===== src/rtl/bzmusic_seq.sv =====
// bzmusic_seq: buzzer music sequencer walking a per-song note ROM segment with pause, loop, rests and end marker
module bzmusic_seq #(
   parameter int SEL_W    = 2,
   parameter int ADDR_W   = 8,
   parameter int NOTE_W   = 5,
   parameter int BEAT_W   = 4,
   parameter int UNIT_CYC = 12500000,
   parameter int GAP_CYC  = 500000,
   parameter int CNT_W    = 24
) (
   input  logic              clk,
   input  logic              rst,
   input  logic              en_i,
   input  logic              pause_i,
   input  logic              loop_i,
   input  logic [SEL_W-1:0]  sel_i,
   output logic [ADDR_W-1:0] rom_addr_o,
   output logic              rom_rd_o,
   input  logic [NOTE_W-1:0] rom_note_i,
   input  logic [BEAT_W-1:0] rom_beat_i,
   output logic [NOTE_W-1:0] note_code_o,
   output logic              tone_en_o,
   output logic              playing_o,
   output logic              done_o
);
   localparam int SEG_W = ADDR_W - SEL_W;
   localparam logic [CNT_W-1:0] UNIT_LAST = CNT_W'(UNIT_CYC - 1);
   localparam logic [CNT_W-1:0] GAP_LAST = CNT_W'(GAP_CYC > 0 ? GAP_CYC - 1 : 0);
   typedef enum logic [2:0] {IDLE, FETCH, LOAD, PLAY, GAP, DONE} state_t;
   state_t state_q, state_d;
   logic [ADDR_W-1:0] addr_q, addr_d;
   logic [SEL_W-1:0] sel_q, sel_d;
   logic [NOTE_W-1:0] note_q, note_d;
   logic [BEAT_W-1:0] beat_q, beat_d;
   logic [CNT_W-1:0] cnt_q, cnt_d;
   logic rd_q, rd_d, tone_q, tone_d, play_q, play_d, done_q, done_d;
   logic hold, adv, fin;
   always_comb begin
      state_d = state_q;
      addr_d = addr_q;
      sel_d = sel_q;
      note_d = note_q;
      beat_d = beat_q;
      cnt_d = cnt_q;
      done_d = 1'b0;
      adv = 1'b0;
      fin = 1'b0;
      hold = (state_q == PLAY || state_q == GAP) && pause_i;
      if (state_q != IDLE && !en_i) begin
         state_d = IDLE;
         note_d = '0;
      end else if (state_q != IDLE && sel_i != sel_q) begin
         state_d = FETCH;
         addr_d = {sel_i, {SEG_W{1'b0}}};
         sel_d = sel_i;
         beat_d = '0;
         cnt_d = '0;
      end else if (!hold) begin
         case (state_q)
            IDLE: if (en_i) begin
               state_d = FETCH;
               addr_d = {sel_i, {SEG_W{1'b0}}};
               sel_d = sel_i;
            end
            FETCH: state_d = LOAD;
            LOAD: if (rom_beat_i == '0) fin = 1'b1;
            else begin
               state_d = PLAY;
               note_d = rom_note_i;
               beat_d = rom_beat_i;
               cnt_d = '0;
            end
            PLAY: if (cnt_q == UNIT_LAST) begin
               cnt_d = '0;
               beat_d = beat_q - BEAT_W'(1);
               if (beat_q == BEAT_W'(1)) begin
                  state_d = GAP;
                  adv = GAP_CYC == 0;
               end
            end else cnt_d = cnt_q + CNT_W'(1);
            GAP: if (cnt_q == GAP_LAST) adv = 1'b1;
            else cnt_d = cnt_q + CNT_W'(1);
            DONE: ;
            default: state_d = IDLE;
         endcase
         // the last slot of a segment doubles as an implicit end marker
         if (adv && !(&addr_q[SEG_W-1:0])) begin
            state_d = FETCH;
            addr_d = addr_q + ADDR_W'(1);
         end
         fin = fin || (adv && (&addr_q[SEG_W-1:0]));
         if (fin) begin
            state_d = loop_i ? FETCH : DONE;
            addr_d = loop_i ? {sel_q, {SEG_W{1'b0}}} : addr_q;
            done_d = !loop_i;
         end
      end
      rd_d = state_d == FETCH;
      play_d = state_d inside {FETCH, LOAD, PLAY, GAP};
      tone_d = state_d == PLAY && note_d != '0 && !pause_i;
   end
   always_ff @(posedge clk) begin
      if (rst) begin
         state_q <= IDLE;
         addr_q <= '0;
         sel_q <= '0;
         note_q <= '0;
         beat_q <= '0;
         cnt_q <= '0;
         rd_q <= 1'b0;
         tone_q <= 1'b0;
         play_q <= 1'b0;
         done_q <= 1'b0;
      end else begin
         state_q <= state_d;
         addr_q <= addr_d;
         sel_q <= sel_d;
         note_q <= note_d;
         beat_q <= beat_d;
         cnt_q <= cnt_d;
         rd_q <= rd_d;
         tone_q <= tone_d;
         play_q <= play_d;
         done_q <= done_d;
      end
   end
   assign rom_addr_o = addr_q;
   assign rom_rd_o = rd_q;
   assign note_code_o = note_q;
   assign tone_en_o = tone_q;
   assign playing_o = play_q;
   assign done_o = done_q;
endmodule


===== config.mk =====
export PLATFORM = sky130hd
export DESIGN_NAME = bzmusic_seq
export DESIGN_NICKNAME = d
export VERILOG_FILES = /design/src/rtl/bzmusic_seq.sv
export SDC_FILE = /design/constraint.sdc
export NUM_CORES = 1
export LEC_CHECK = 0
export ABC_CLOCK_PERIOD_IN_PS = 4000
export BUFFER_PORTS_ARGS = -buffer_cell sky130_fd_sc_hd__clkbuf_2
export CAP_MARGIN = 20
export CORE_ASPECT_RATIO = 1.4
export CORE_MARGIN = 4
export CORE_UTILIZATION = 63
export DETAILED_ROUTE_END_ITERATION = 7
export MAX_ROUTING_LAYER = met4
export PLACE_DENSITY = 0.85
export SLEW_MARGIN = 20
export SYNTH_ARGS = -nofsm -noshare
export SYNTH_HDL_FRONTEND = slang
export SYNTH_SLANG_ARGS = --single-unit
export TNS_END_PERCENT = 30

===== constraint.sdc =====
create_clock -name clk -period 4 [get_ports clk]
set_clock_uncertainty 0.2 [all_clocks]
set_input_delay 0.2 -clock clk [delete_from_list [all_inputs] [get_ports clk]]
set_output_delay 0.2 -clock clk [all_outputs]
set_load 0.01 [all_outputs]

* Yosys cells after proc, flatten, opt, wreduce, memory -nomap -nowiden
Cells that the tools add are included.
** Storage, ports and cells
- Word-level logic and storage cells :: 112
- Output and inout port bits :: 17
- Register bits after elaboration :: 50
** Operators by class
- Bitwise gates (word level) :: 2
- Add/sub/neg operators :: 3
- Eq/ne operators :: 18
- Multiplexer cells :: 48
- Reduce and logical (&&, ||, !) cells :: 31
** Operators with widths (number)
- 2-to-1 mux 24 bit :: 5
- case mux 24 bit (3 select lines) :: 1
- 2-to-1 mux 8 bit :: 7
- 2-to-1 mux 3 bit :: 10
- 2-to-1 mux 5 bit :: 5
- adder 24 x 1 -> 24 bit (second input constant) :: 1
- == test 24 x 19 -> 1 bit (second input constant) :: 1
- == test 24 bit (second input constant) :: 1
- 2-to-1 mux 4 bit :: 4
- nonzero test 4 bit :: 4
- case mux 3 bit (5 select lines) :: 1
- AND reduction 5 bit :: 3
- == test 3 x 2 -> 1 bit (second input constant) :: 4
- 2-to-1 mux 1 bit :: 10
- == test 3 bit (second input constant) :: 3
- inequality test 3 bit (second input constant) :: 3
- adder 8 x 1 -> 8 bit (second input constant) :: 1
- 2-to-1 mux 2 bit :: 4
- case mux 4 bit (2 select lines) :: 1
- logical AND 1 bit :: 7
- == test 3 x 1 -> 1 bit (second input constant) :: 2
- AND reduction 6 bit :: 1
- nonzero test 3 bit :: 2
- nonzero test 5 bit :: 1
- other kinds (14) :: 20

* Longest topological paths before layout
Gate-level depths: netlist of the first run.
- Depth in word-level cells :: 15
- Gate-level depth with buffers :: 10
- Mapped depth without buffers :: 8

* Worst setup path before layout of the first run
No wires, ideal clock.
- Path type :: flip-flop to flip-flop
- Start :: reg cnt_q[5]
- End :: reg cnt_q[12]
- Arrival time :: 2.262 ns
- Setup time :: 0.070 ns
- Path buffers :: 2
- Required time :: 3.730 ns
- Period minus slack after synthesis :: 2.532 ns
- Slack :: 1.468 ns
- Stages on the path, launching flop included :: 9
- Cell sequence :: dfxtp_1 or4_4 nor4_4 a31oi_2 and3_1 buf_6 a21o_4 buf_6 a21oi_1
** Between the ends
- Longest elaborated chain between the ends :: 5
- Elaborated cells on any way between the ends :: 10
** Ends and longest elaborated chain
- start: declaration :: line 35 : logic [CNT_W-1:0] cnt_q, cnt_d;
- start signal: assignment :: line 120 : cnt_q <= cnt_d;
- adder 24 x 1 -> 24 bit / == test 24 bit (equally long branches) :: line 80, 82, 73
- 2-to-1 mux 24 bit, on equally long branches :: line 81, 73
- case mux 24 bit (3 select lines) :: line 59 : case (state_q)
- 2-to-1 mux 24 bit :: line 58 : end else if (!hold) begin
- 2-to-1 mux 24 bit :: line 52 : end else if (state_q != IDLE && sel_i != sel_q) begin
Several ways; a longest one is shown, not always the timed one. The select of a mux whose other input is x is not followed.
A chain may end at the register's enable or synchronous reset.

* Worst setup path in the final report of the first run
- Start :: in sel_i[0]
- End :: reg cnt_q[22]
** Between the ends
- Longest elaborated chain between the ends :: 4
- Elaborated cells on any way between the ends :: 8
** Ends and longest elaborated chain
- start: declaration :: line 16 : input logic [SEL_W-1:0] sel_i,
- inequality test 2 bit * :: line 52
- logical AND 1 bit * :: line 52
- inequality test 3 bit (no line) (tied with other cells)
- AND reduction 5 bit (no line)
Mark *: on every way between the ends. The rest lies on a longest branch, timed or not.

==> run summary, run 1 <==
For the number of antenna violations at the first check in global routing, the log shows 0. Entering global routing, the biggest net connects 25 pins. Data arrives at the worst endpoint at 3280 ps. The actual slew at the worst max-slew pin is 807 ps, and the final wirelength is 7640 µm. For this design the static power due to leakage is 1.16 nW.

The run finished with clean final reports. The CTS clock-pin slew for the worst setup and hold paths works out to 90 ps. In this run the cell area measured after placement is 3110 µm².

The netlist uses 60 different library cells. Cells fill 72.2% of the core in the end. Detailed routing inserted a total of 2960 vias. The final number of max-transition violations is 0. The logs give 0 for the final setup violation count and 0.308 GHz for the top achievable clock speed. The first global-routing pass estimated 12900 µm of wire. Data on the critical path is required at its endpoint by 4040 ps. Prior to clock tree synthesis, the placed netlist has a worst setup slack of 909 ps. The worst setup path is of the in -> reg kind. Clock tree synthesis found a total of 50 sinks. Counting flops with an async set or reset pin after synthesis yields a share of 0%. The path class of the tightest hold or removal check is in -> reg.

Clock latency on the worst-skew pair, taken at its later pin, is 310 ps. In this run the power density over the cells is 296 nW/µm². The met2 track demand over resource in global routing was 52.8%; the sequential standard cell area was 1000 µm². Clock tree synthesis selected as its root buffer the cell sky130_fd_sc_hd__clkbuf_8.

The all-layer global routing usage was 28.4%. The largest total area in the synthesized netlist belongs to sky130_fd_sc_hd__dfxtp_1. After detailed routing, the average wire length per cell comes to 16.5 µm. The count of cells in the finished layout, fillers not included, comes to 464. The area share of the largest cell type after synthesis was 33.8%; the flop and latch count out of synthesis was 50.

In the routed design, unresolved DRC markers number 0. The tools report the placement row count as 29. The number of synthesized flops with an enable pin works out to 0.

The logs give 46.0% for the worst relative slew slack and 0 for the number of buffers inserted by post-CTS setup repair. The most common cell in the synthesized netlist is sky130_fd_sc_hd__dfxtp_1. The total overflow left after global routing is 0. Adding up every negative setup slack in the final design gives 0 ps.

Sorting the synthesized cells by area gives the leading types as sky130_fd_sc_hd__dfxtp_1 (34%), sky130_fd_sc_hd__a21oi_1 (5.4%), sky130_fd_sc_hd__o21ai_0 (5.1%), sky130_fd_sc_hd__nor2_1 (4.8%), sky130_fd_sc_hd__or4_1 (3.8%). The final hold violation count was 0; the number of buffer cells added on primary ports was 32. Global routing consumed, on the met1 layer, 30.4% of the routing resources.

Setup repair after global routing left no endpoint under its margin. The initial core utilization was 65.3%. From synthesis to final layout, the design area changed by 10.6%. The register area share after synthesis is 33.8%, and the iteration-0 DRC count of the detailed router is 197.

The standard cell with the maximum stage delay on the critical path was sky130_fd_sc_hd__or4_1. The first TritonRoute pass finished after 4 iterations. The worst hold path was traced through 3 stages. During synthesis, Yosys emitted a total of 0 warnings. The leading register cell type out of synthesis was sky130_fd_sc_hd__dfxtp_1. Including well taps, the total number of placed cells is 449. The worst path meets setup with 755 ps of slack. Dividing the final minimum period by the clock period gives 81.1%. The maximum vdd drop was 0.000225 V. At the end of routability-driven placement, the weighted congestion stood at 0.959.

In this run the worst path has a maximum fanout of 24. CTS built an H-tree with a depth of 2. The run gives 2829 as the number of global-route vias before repair. The average instance in the mapped netlist occupies 7.98 µm². The tools report the area taken by multi-input logic gates as 1830 µm². The placeable core region is 4540 µm², and the total inserted antenna cells is 0. Pin placement for this block handled 33 I/O pins. The layer with the highest usage is met2. Across the run, the number of max-cap violations was 0. The detail route stage leaves a number of antenna-violating nets equal to 0. Fill cells in the final layout number 392. The post-route minimum period came out at 3240 ps. The depth of the worst register-to-register path is 6. Per-cell via count in the routed design: 6.38.

TritonCTS created 5 clock buffers. Walking the worst path, the cells encountered are dlygate4sd3_1 > clkbuf_2 > xor2_1 > nor2_1 > a31oi_2 > nand3_1 > or4_1 > a21oi_1. Die width: 65.9 µm. STA classifies the critical path endpoint as a flop. The tools report the deepest clock path buffer count as 2. In this design, the stage delay of the slowest critical-path cell is 700 ps.

In the global route stage, met3 resource usage came out at 3.77%. From bottom edge to top edge, the die measures 89.1 µm. The final cell area excluding filler cells is 3280 µm², and the layout cell share with drive strength beyond 1 is 13.9%. Type of element launching the critical path: an input port. The count of mapped cells out of synthesis is 371, and the detailed placement HPWL is 5580 µm.

TritonCTS built the clock tree. The mapped netlist covers 2960 µm². The post-synth net total came out at 391.

After the last flow step, the layout net total stands at 421. By count the netlist is led by sky130_fd_sc_hd__dfxtp_1 (50), sky130_fd_sc_hd__nor2_1 (38), sky130_fd_sc_hd__a21oi_1 (32). The die covers 5880 µm².
[metal layers]
metal  wire, µm  vias up
li1           -     1465
met1       3030     1384
met2       4130       94
met3        320       17
met4        152        0
met5          0        -
[cells by family (layout without fill, tap and decap cells)]
logic type      Yosys count  count (layout)  synth area share (%)
compound gates          108             108                  23.3
buf+inv                  26              57                  4.27
simple gates            168             168                  32.2
fa+ha+maj                 4               4                  1.69
mux                       7               7                  2.37
flops                    50              50                  33.8
xor+xnor                  8               8                  2.37
[cells in the final DEF (no fill, tap or decap), types with 2 or more instances in the layout]
master                          Yosys  layout
sky130_fd_sc_hd__nor2_1            38      38
sky130_fd_sc_hd__o31ai_1           10      10
sky130_fd_sc_hd__o31a_1             2       2
sky130_fd_sc_hd__mux2i_1            7       7
sky130_fd_sc_hd__o211ai_1           2       2
sky130_fd_sc_hd__and2_1             2       2
sky130_fd_sc_hd__nor3_1             9       9
sky130_fd_sc_hd__nand3b_1           2       2
sky130_fd_sc_hd__nand4b_1           5       5
sky130_fd_sc_hd__o21ai_1            4       4
sky130_fd_sc_hd__dlygate4sd3_1      0       7
sky130_fd_sc_hd__a311oi_1           3       3
sky130_fd_sc_hd__o22ai_1            2       2
sky130_fd_sc_hd__or3b_2             2       2
sky130_fd_sc_hd__and4_1             4       4
sky130_fd_sc_hd__or3_1             10      10
sky130_fd_sc_hd__inv_1              9       9
sky130_fd_sc_hd__or4_1             15      15
sky130_fd_sc_hd__a21oi_1           32      32
sky130_fd_sc_hd__nand4_1           14      14
sky130_fd_sc_hd__clkbuf_8           0       6
sky130_fd_sc_hd__o21ai_0           30      30
sky130_fd_sc_hd__and3b_1            2       2
sky130_fd_sc_hd__a31o_2             2       2
sky130_fd_sc_hd__and3_1             7       7
sky130_fd_sc_hd__a211oi_1           4       4
sky130_fd_sc_hd__nor3b_1            5       5
sky130_fd_sc_hd__ha_1               4       4
sky130_fd_sc_hd__dfxtp_1           50      50
sky130_fd_sc_hd__xnor2_1            3       3
sky130_fd_sc_hd__nand3_1           15      15
sky130_fd_sc_hd__nand2_1           23      23
sky130_fd_sc_hd__nor4_1             3       3
sky130_fd_sc_hd__nand2b_1           4       4
sky130_fd_sc_hd__or2_2              3       3
sky130_fd_sc_hd__clkbuf_2           0      32
sky130_fd_sc_hd__o21a_1             2       2
sky130_fd_sc_hd__xor2_1             5       5
[registers in the layout (all words and copies together) (netlist names), 2 cells and up]
signal / count
rom_addr_o: 8
sel_q: 2
state_q: 3
cnt_q: 24
note_code_o: 5
beat_q: 4
[worst max-delay path: cells and delay by family]
kind,cells,cell delay [ps]
AND/OR/NAND/NOR,3,1560
AO/OA/AOI/OAI,2,450
XOR/XNOR,1,380
buffers and inverters,2,680
[power breakdown]
| group | total (W) | leakage [nW] | switching (W) | internal, W |
|---|---|---|---|---|
| logic | 0.000135 | 0.712 | 0.0000848 | 0.0000498 |
| clock network | 0.000314 | 0.0472 | 0.000175 | 0.000139 |
| registers | 0.000521 | 0.405 | 0.0000125 | 0.000509 |
[per-stage QoR]
stage	hold slack, ps	power [W]
final	41.9	0.000970
after floorplan	144	0.000632
after CTS	35.4	0.000972
after global placement	246	0.000657
after detailed placement	255	0.000659
after global routing	36.5	0.00101
[cell type report]
type	count	area share, %
Clock buffer	6	2.52
Clock inverter	2	0.382
Inverter	10	1.15
Multi-Input combinational cell	295	56.0
Sequential cell	50	30.6
Tap cell	62	2.37
Timing Repair Buffer	39	7.03
[timing repair]
item	4_1_cts	5_1_grt
setup endpoints to repair	0	0
hold endpoints to repair	7	0
hold buffers	7	0
resized for setup	0	0
[worst paths after layout]
| check | start | end | slack (ps) |
|---|---|---|---|
| max reg2reg | state_q[1] | cnt_q[22] | 790 |
| max | sel_i[0] | cnt_q[22] | 760 |
| min reg2reg | beat_q[1] | beat_q[1] | 300 |
| min | loop_i | done_o | 40 |
(Power assumes the default switching activity.)
==> run 2, diff against run 1 <==
--- a/config.mk
+++ b/config.mk
@@ -5,15 +5,15 @@
 export SDC_FILE = /design/constraint.sdc
 export NUM_CORES = 1
 export LEC_CHECK = 0
-export ABC_CLOCK_PERIOD_IN_PS = 4000
+export ABC_CLOCK_PERIOD_IN_PS = 2700
 export BUFFER_PORTS_ARGS = -buffer_cell sky130_fd_sc_hd__clkbuf_2
 export CAP_MARGIN = 20
 export CORE_ASPECT_RATIO = 1.4
 export CORE_MARGIN = 4
-export CORE_UTILIZATION = 63
+export CORE_UTILIZATION = 53
 export DETAILED_ROUTE_END_ITERATION = 7
 export MAX_ROUTING_LAYER = met4
-export PLACE_DENSITY = 0.85
+export PLACE_DENSITY = 0.76
 export SLEW_MARGIN = 20
 export SYNTH_ARGS = -nofsm -noshare
 export SYNTH_HDL_FRONTEND = slang
==> constraint.sdc (replaced) <==
create_clock -name clk -period 2.7 [get_ports clk]
set_clock_uncertainty 0.2 [all_clocks]
set_input_delay 0.135 -clock clk [delete_from_list [all_inputs] [get_ports clk]]
set_output_delay 0.135 -clock clk [all_outputs]
set_load 0.01 [all_outputs]
==> run 2 against run 1 <==
Compared with the run above: first-iteration DRC count grew 30%; final cell count grew 5.6%; utilization shrank 6.9 points; sequential power grew 47%; flip-flop and latch count is the same; design area grew 6.0%; count of clock-buffer cells in the layout grew 1; non-clock buffer count grew 22; routed wire length grew 1.4%; die area grew 17%; critical path type is now reg -> reg.
==> run summary, run 2 (synthesized netlist as in run 1, its figures left out) <==
The number of global-route vias before repair is 2962 (+4.7%), and the global-route wire length before repair is 12800 µm (-0.69%). The flow ran to the end, and the final reports show no timing, DRC or antenna violations. The number of detailed-route iterations in the first pass is 5 (+1).

The top achievable clock speed is 0.385 GHz. The run gives 50 (unchanged) as the number of clock sinks seen by CTS. TritonCTS built the clock tree. The flip-flop count of the largest register, all copies and words added is 24 (unchanged), and the all-layer global routing usage is 23.5% (-4.9 points). The routed length on met2 came out at 4010 µm (-2.9%). The logs give 0 (unchanged) for the final setup violation count and 0 (unchanged) for the number of antenna violations at the first check in global routing. The final routed DRC violation total was 0 (unchanged); the period utilization was 96.2%. STA classifies the critical path endpoint as a flop.

The tools report the final hold violation count as 0 (unchanged). The top cell types in the final layout, fill and taps aside, are sky130_fd_sc_hd__dfxtp_1 (49), sky130_fd_sc_hd__nor2_1 (38), sky130_fd_sc_hd__a21oi_1 (32), sky130_fd_sc_hd__clkbuf_2 (32), sky130_fd_sc_hd__o21ai_0 (30). Pin count of the biggest net entering global routing: 24 (-4.0%). The worst setup path is launched from a flop.

The met1 wire length came out at 3150 µm (+3.9%). For the required time of the worst setup path, the log shows 2670 ps (-1370 ps). The CTS clock-pin slew for the worst setup and hold paths was 90 ps (about the same). Worst relative slew slack: 58.4% (+12 points). The run gives 6860 µm² (+17%) as the full die area.

The number of buffers and inverters on the critical path was 0 (-2); the post-route minimum period was 2600 ps. The run gives 0 ps (unchanged) as the summed negative setup slack over all endpoints. The actual slew at the worst max-slew pin is 617 ps (-190 ps).

The final weighted congestion in routability-driven placement is 0.943 (-1.7%). The kind of cell adding the most delay to the critical path is simple AND/OR/NAND/NOR gates. The layout cell share with drive strength beyond 1 works out to 18.2% (+4.2 points). The buffer cell driving the clock tree root was sky130_fd_sc_hd__clkbuf_8.

Traced cell by cell, the critical path runs through or4_4 > nor4_4 > a21boi_2 > or4_1 > o21ai_0 > a311oi_1. The initial core utilization was 55.7% (-9.6 points). The total leakage power was 1.28 nW (+9.9%). The total global routing overflow is 0 (unchanged). Among all stages on the critical path, the largest delay is contributed by sky130_fd_sc_hd__or4_4. The largest fanout on the critical path came out at 7 (-71%). The top layer used by detailed routing is met4.

The maximum vdd drop is 0.000319 V (+42%), and the clock buffer count from CTS is 5 (unchanged). The number of antenna-violating nets in the routed design was 0 (unchanged). The critical path is of the reg -> reg type. Setup repair after global routing left no endpoint under its margin. The max-capacitance violation count is 0 (unchanged).

Leaving out fill and tap cells, the most frequent cell in the layout is sky130_fd_sc_hd__dfxtp_1. The logs give 2570 ps (-710 ps) for the arrival time reported for the critical path endpoint and 65.4% (-6.9 points) for the final cell utilization of the core. The power density over the cells works out to 416 nW/µm² (+41%). The highest cell delay on the worst timing path was 550 ps (-150 ps); the die width was 71.2 µm (+7.9%). The area growth from synthesis to layout is 17.3%.

The logs give 0 (unchanged) for the final number of max-transition violations and 443 (+5.2%) for the number of nets in the finished design. The worst-skew pair later-pin latency is 300 ps (about the same). The deepest clock path buffer count was 2 (unchanged); the per-cell via count in the routed design was 6.30 (-1.3%).

The placement row count is 31 (+6.9%). The run gives 33 (unchanged) as the I/O pin total. For the number of vias in the routed layout, the log shows 3086 (+4.3%).

The run gives 7740 µm (+1.4%) as the final wirelength. The tools report the routed wire length on met3 as 337 µm (+5.3%). The run gives 0 (unchanged) as the total inserted antenna cells. The routed length per instance was 15.8 µm (-4.0%); the die height was 96.5 µm (+8.2%).

Detailed placement HPWL: 5590 µm (+0.17%). The path category of the worst min-delay check was in -> reg. The maximum level of the CTS H-tree is 2 (unchanged), and the iteration-0 DRC count of the detailed router is 257 (+30%).

The number of buffer cells added on primary ports works out to 32 (unchanged). Ranked by flip-flop count, first place goes to cnt_q. The placeable core region came out at 5310 µm² (+17%).
[run 2: worst min-delay path: stages]
cell and delay, ps:
sky130_fd_sc_hd__clkbuf_2 130, sky130_fd_sc_hd__nor2_1 50, sky130_fd_sc_hd__o311ai_0 90, sky130_fd_sc_hd__nor3_1 60
[run 2: repair_timing]
action,in CTS,in global routing
hold endpoints to repair,8,0
setup buffers,0,1
gates resized for setup,0,5
hold buffers,12,0
endpoints found under the setup margin,0,17
[run 2: area by class of cell]
cell class                      count  area [µm²]
Multi-Input combinational cell    295        1850
Fill cell                         440        1840
Sequential cell                    50        1000
Timing Repair Buffer               61         408
Clock buffer                        7        86.3
Tap cell                           66        82.6
Inverter                           10        37.5
Clock inverter                      1        5.00
[run 2: worst paths after layout]
| check | startpoint | endpoint | slack, ps | cells after the start |
|---|---|---|---|---|
| max | cnt_q[5] | rom_addr_o[6] | 100 | 6 |
| min | pause_i | tone_en_o | 10 | 4 |
| max reg2reg | cnt_q[5] | rom_addr_o[6] | 100 | 6 |
| min reg2reg | cnt_q[12] | cnt_q[12] | 300 | 2 |
[run 2: routing by layer]
layer	GRT usage [%]	vias up
met3	3.00	22
met4	12.4	0
met2	42.9	117
li1	-	1510
met1	24.5	1437
met5	-	-
[run 2: report_power, final]
part / leakage (nW) / internal, W / switching [W]
sequential: 0.405 / 0.000754 / 0.0000130
clock: 0.0482 / 0.000207 / 0.000242
combinational: 0.826 / 0.0000917 / 0.000138
total: 1.28 / 0.00105 / 0.000393
[run 2: metrics by stage]
step	instance area (µm²)	total power, W	hold slack [ps]	worst slack (ps)	instances
floorplan	2960	0.000936	78.9	168	371
global placement	3240	0.000993	179	176	469
detailed placement	3240	0.000996	187	138	469
CTS	3450	0.00145	10.4	82.1	489
global route	3470	0.00151	42.1	4.28	490
finish	3470	0.00145	11.7	102	490
==> run 3, diff against run 2 <==
--- a/config.mk
+++ b/config.mk
@@ -5,15 +5,15 @@
 export SDC_FILE = /design/constraint.sdc
 export NUM_CORES = 1
 export LEC_CHECK = 0
+export ABC_AREA = 1
 export ABC_CLOCK_PERIOD_IN_PS = 2700
 export BUFFER_PORTS_ARGS = -buffer_cell sky130_fd_sc_hd__clkbuf_2
 export CAP_MARGIN = 20
 export CORE_ASPECT_RATIO = 1.4
-export CORE_MARGIN = 4
-export CORE_UTILIZATION = 53
+export CORE_UTILIZATION = 54
 export DETAILED_ROUTE_END_ITERATION = 7
 export MAX_ROUTING_LAYER = met4
-export PLACE_DENSITY = 0.76
+export PLACE_DENSITY = 0.77
 export SLEW_MARGIN = 20
 export SYNTH_ARGS = -nofsm -noshare
 export SYNTH_HDL_FRONTEND = slang
==> run 3 against run 2 <==
Compared with the run above: utilization is 2.8 points lower; power grew 98%; die area is 7.8% lower; synthesized cell count rose by 42%; area after synthesis up 9.6%; critical endpoint unchanged; highest routed layer unchanged.
==> run summary, run 3 <==
The run gives 13900 µm (+8.9%) as the global-route wire length before repair. For the iteration-0 DRC count of the detailed router, the log shows 227 (-12%). For the number of vias in the routed layout, the log shows 3455 (+12%). By count the netlist is led by sky130_fd_sc_hd__nand2_1 (118), sky130_fd_sc_hd__nor2_1 (78), sky130_fd_sc_hd__inv_1 (69). The layout cell share with drive strength beyond 1 is 13.2% (-5.0 points). The post-layout total power is 0.00286 W (+98%). Highest cell delay on the worst timing path: 390 ps (-160 ps).

The run gives 2 (unchanged) as the deepest clock path buffer count. The CTS clock-pin slew for the worst setup and hold paths was 90 ps (about the same); the power density over the cells was 786 nW/µm² (+89%). Flop and latch count out of synthesis: 50 (unchanged). The tools report the max-capacitance violation count as 0 (unchanged).

The final wirelength is 8120 µm (+4.9%). For the final weighted congestion in routability-driven placement, the log shows 0.978 (+3.8%). The run gives 55.8% (about the same) as the initial core utilization. The tools report the post-synth net total as 547 (+40%).

By instance count, the cell type seen most on the critical path is sky130_fd_sc_hd__nand2_1. The total inserted antenna cells was 0 (unchanged); the number of antenna violations at the first check in global routing was 0 (unchanged). TritonCTS built the clock tree. In the layout the commonest cells are sky130_fd_sc_hd__nand2_1 (118), sky130_fd_sc_hd__nor2_1 (78), sky130_fd_sc_hd__inv_1 (68).

The share of async-settable or async-resettable flops after synthesis works out to 0% (unchanged). For the total global routing overflow, the log shows 0 (unchanged). The routed length per instance is 12.7 µm (-19%). The flow ran to the end, and the final reports show no timing, DRC or antenna violations. The number of detailed-route iterations in the first pass was 4 (-1).

The number of antenna-violating nets in the routed design is 0 (unchanged). The mean post-synth cell area is 6.16 µm² (-23%). The clock buffer count from CTS came out at 5 (unchanged). The area share of the largest cell type after synthesis is 30.8% (-3.0 points).

The number of clock sinks seen by CTS was 50 (unchanged). In this run the most used layer during global routing was met2. The tools report the number of fill cells as 583 (+33%). The top achievable clock speed was 0.420 GHz (+9.2%).

For the global-route met3 utilization, the log shows 4.61% (+1.6 points). The final cell area excluding filler cells is 3640 µm² (+4.8%). The number of synthesized flops with an enable pin came out at 0 (unchanged). The actual slew at the worst max-slew pin is 501 ps (-116 ps), and the die width is 67.5 µm (-5.1%). The synthesis warning total was 0 (unchanged); the met1 usage was 29.6% (+5.0 points). The full die area was 6330 µm² (-7.8%). STA classifies the critical path endpoint as a flop.

The library cell used most frequently in the layout, excluding fill and tap cells, is sky130_fd_sc_hd__nand2_1. The register with the highest flop count is cnt_q. The run gives 38 (-37%) as the distinct cell type count of the synthesized netlist.

The tools report the required time of the worst setup path as 2700 ps (+30 ps). Period utilization: 88.2% (-8.1 points). The flip-flop count of the largest register, all copies and words added came out at 24 (unchanged).

For the summed negative setup slack over all endpoints, the log shows 0 ps (unchanged). The die height is 93.8 µm (-2.8%). The number of buffer cells added on primary ports was 32 (unchanged). The startpoint-to-endpoint class of the critical path was reg -> reg.

For the register area share after synthesis, the log shows 30.8% (-3.0 points). The run gives 5820 µm² (+9.6%) as the placeable core region. For the all-layer global routing usage, the log shows 29.2% (+5.7 points). For the worst relative slew slack, the log shows 66.6% (+8.2 points). The met2 track demand over resource in global routing was 52.1% (+9.2 points); the switching share of power was 45.0% (+18 points).

For this run, the leading register cell type out of synthesis is sky130_fd_sc_hd__dfxtp_1. The maximum level of the CTS H-tree was 2 (unchanged); the number of global-route vias before repair was 3289 (+11%). The pin count of the biggest net entering global routing was 24 (unchanged). After synthesis, the cell types taking the most area are sky130_fd_sc_hd__dfxtp_1 (31%), sky130_fd_sc_hd__nand2_1 (14%), sky130_fd_sc_hd__nor2_1 (9.0%), sky130_fd_sc_hd__inv_1 (8.0%), sky130_fd_sc_hd__nand3_1 (7.2%). STA classifies the critical path startpoint as a flop. The run gives 1.53 nW (+20%) as the total leakage power.

The path category of the worst min-delay check is in -> reg. The synthesized design spends more area on one cell type than any other, namely sky130_fd_sc_hd__dfxtp_1. The switching power total was 0.00129 W (+230%); the sequential cell fraction of total power was 33.4% (-20 points). The logs give 0 (unchanged) for the final number of max-transition violations and 0 (unchanged) for the final routed DRC violation total. The largest fanout on the critical path was 13 (+6). The per-cell via count in the routed design works out to 5.42 (-14%). The worst-skew pair later-pin latency was 310 ps (about the same). The signal on the critical path passes through ha_1 > nand2_1 > inv_1 > nand2_1 > nor2_4 > nand2_1 > nor2_1 > nor2_2 > nand2_1 > nand3_2 > inv_2 > a21oi_1 > and2_1. The proportion of power drawn by combinational gates is 48.1% (+32 points). For this design, the slowest cell found on the critical path is sky130_fd_sc_hd__dfxtp_1.

The I/O pin total is 33 (unchanged). CTS placed an instance of sky130_fd_sc_hd__clkbuf_8 at the clock tree root. The detailed placement HPWL is 6170 µm (+10%), and the maximum vdd drop is 0.000511 V (+60%).

Compared with the post-synthesis result, the final layout area differs by 12.1%. The portion of total power attributed to the clock network was 18.5% (-13 points). Placement row count: 33 (+6.5%).

Count of mapped cells out of synthesis: 527 (+42%). The tools report the arrival time reported for the critical path endpoint as 2380 ps (-190 ps). Most common cell in the synthesized netlist: sky130_fd_sc_hd__nand2_1. The run gives 587 (+33%) as the number of nets in the finished design.

The run gives 3250 µm² (+9.6%) as the netlist area before placement. For the total placed instance area, the log shows 3460 µm² (+6.9%). Setup repair after global routing left no endpoint under its margin. The tools report the final setup violation count as 0 (unchanged). The post-route minimum period is 2380 ps (-218 ps). The run gives 0.00158 W (+50%) as the design internal power. For the final hold violation count, the log shows 0 (unchanged).
run 3: cell types whose count changed after synthesis, sizes merged, moves of 10 or more:
| cell | before | now |
|---|---|---|
| inv | 9 | 79 |
| o31ai | 10 | 0 |
| nand3 | 15 | 49 |
| nor2 | 38 | 88 |
| or4 | 16 | 0 |
| nand2 | 23 | 125 |
| or3 | 10 | 0 |
| nor3 | 9 | 21 |
run 3: power groups by stage:
stage / registers (W) / logic, W / clock network (W)
5_1_grt: 0.000974 / 0.00156 / 0.000564
3_5_place_dp: 0.000972 / 0.00136 / 0
4_1_cts: 0.000957 / 0.00137 / 0.000534
3_3_place_gp: 0.000967 / 0.00133 / 0
6_report: 0.000957 / 0.00138 / 0.000529
2_1_floorplan: 0.000990 / 0.00105 / 0
run 3: cell families (layout without fill, tap and decap cells):
logic type | Yosys count | in the layout | synth area share (%)
AND/OR/NAND/NOR | 306 | 306 | 42.5
buffers and inverters | 88 | 129 | 11.0
AO/OA/AOI/OAI | 70 | 70 | 11.7
flip-flops | 50 | 50 | 30.8
XOR/XNOR | 9 | 9 | 2.43
adder cells (fa/ha/maj) | 4 | 4 | 1.54
run 3: final cells by class:
cell class | instances | area [µm²] | share of cell area [%]
clock inverters | 1 | 30.0 | 0.825
multi-input cells | 389 | 1890 | 52.0
repair buffers | 42 | 253 | 6.94
clock buffers | 7 | 76.3 | 2.10
inverters | 79 | 299 | 8.21
flip-flops and latches | 50 | 1000 | 27.5
well taps | 70 | 87.6 | 2.41
run 3: timing repair:
action / in CTS / in global routing
hold buffers: 7 / 0
setup endpoints to repair: 0 / 1
hold endpoints to repair: 7 / 0
resized for setup: 0 / 2
buffers inserted: 0 / 0
run 3: per-layer routing:
metal  vias to the layer above  routed length (µm)
li1                       1771                   -
met3                        30                 296
met1                      1557                3180
met2                        97                4330
met4                         0                 309
met5                         -                   0
run 3: final timing paths:
kind / from / to / slack, ps / cells after the start
hold reg to reg: sel_q[1] / sel_q[1] / 290 / 2
setup / recovery: cnt_q[0] / rom_addr_o[6] / 320 / 13
hold / removal: rom_beat_i[2] / beat_q[2] / 10 / 5
setup reg to reg: cnt_q[0] / rom_addr_o[6] / 320 / 13
run 3: metrics by stage:
stage          util [%]  hold slack [ps]  setup slack, ps  cells
5_1_grt            62.5             42.9             60.0    638
3_3_place_gp       59.4              231              365    623
4_1_cts            62.5             13.4              241    638
3_5_place_dp       59.4              221              252    623
6_report           62.5             10.3              320    638
2_1_floorplan         -             10.5              679    527
run 3: worst max-delay path, delay by kind of cell, from the launching register on:
kind,cells,cell delay [ps]
fa+ha+maj,1,250
compound gates,1,70
flops,1,390
buf+inv,2,240
simple gates,9,1140
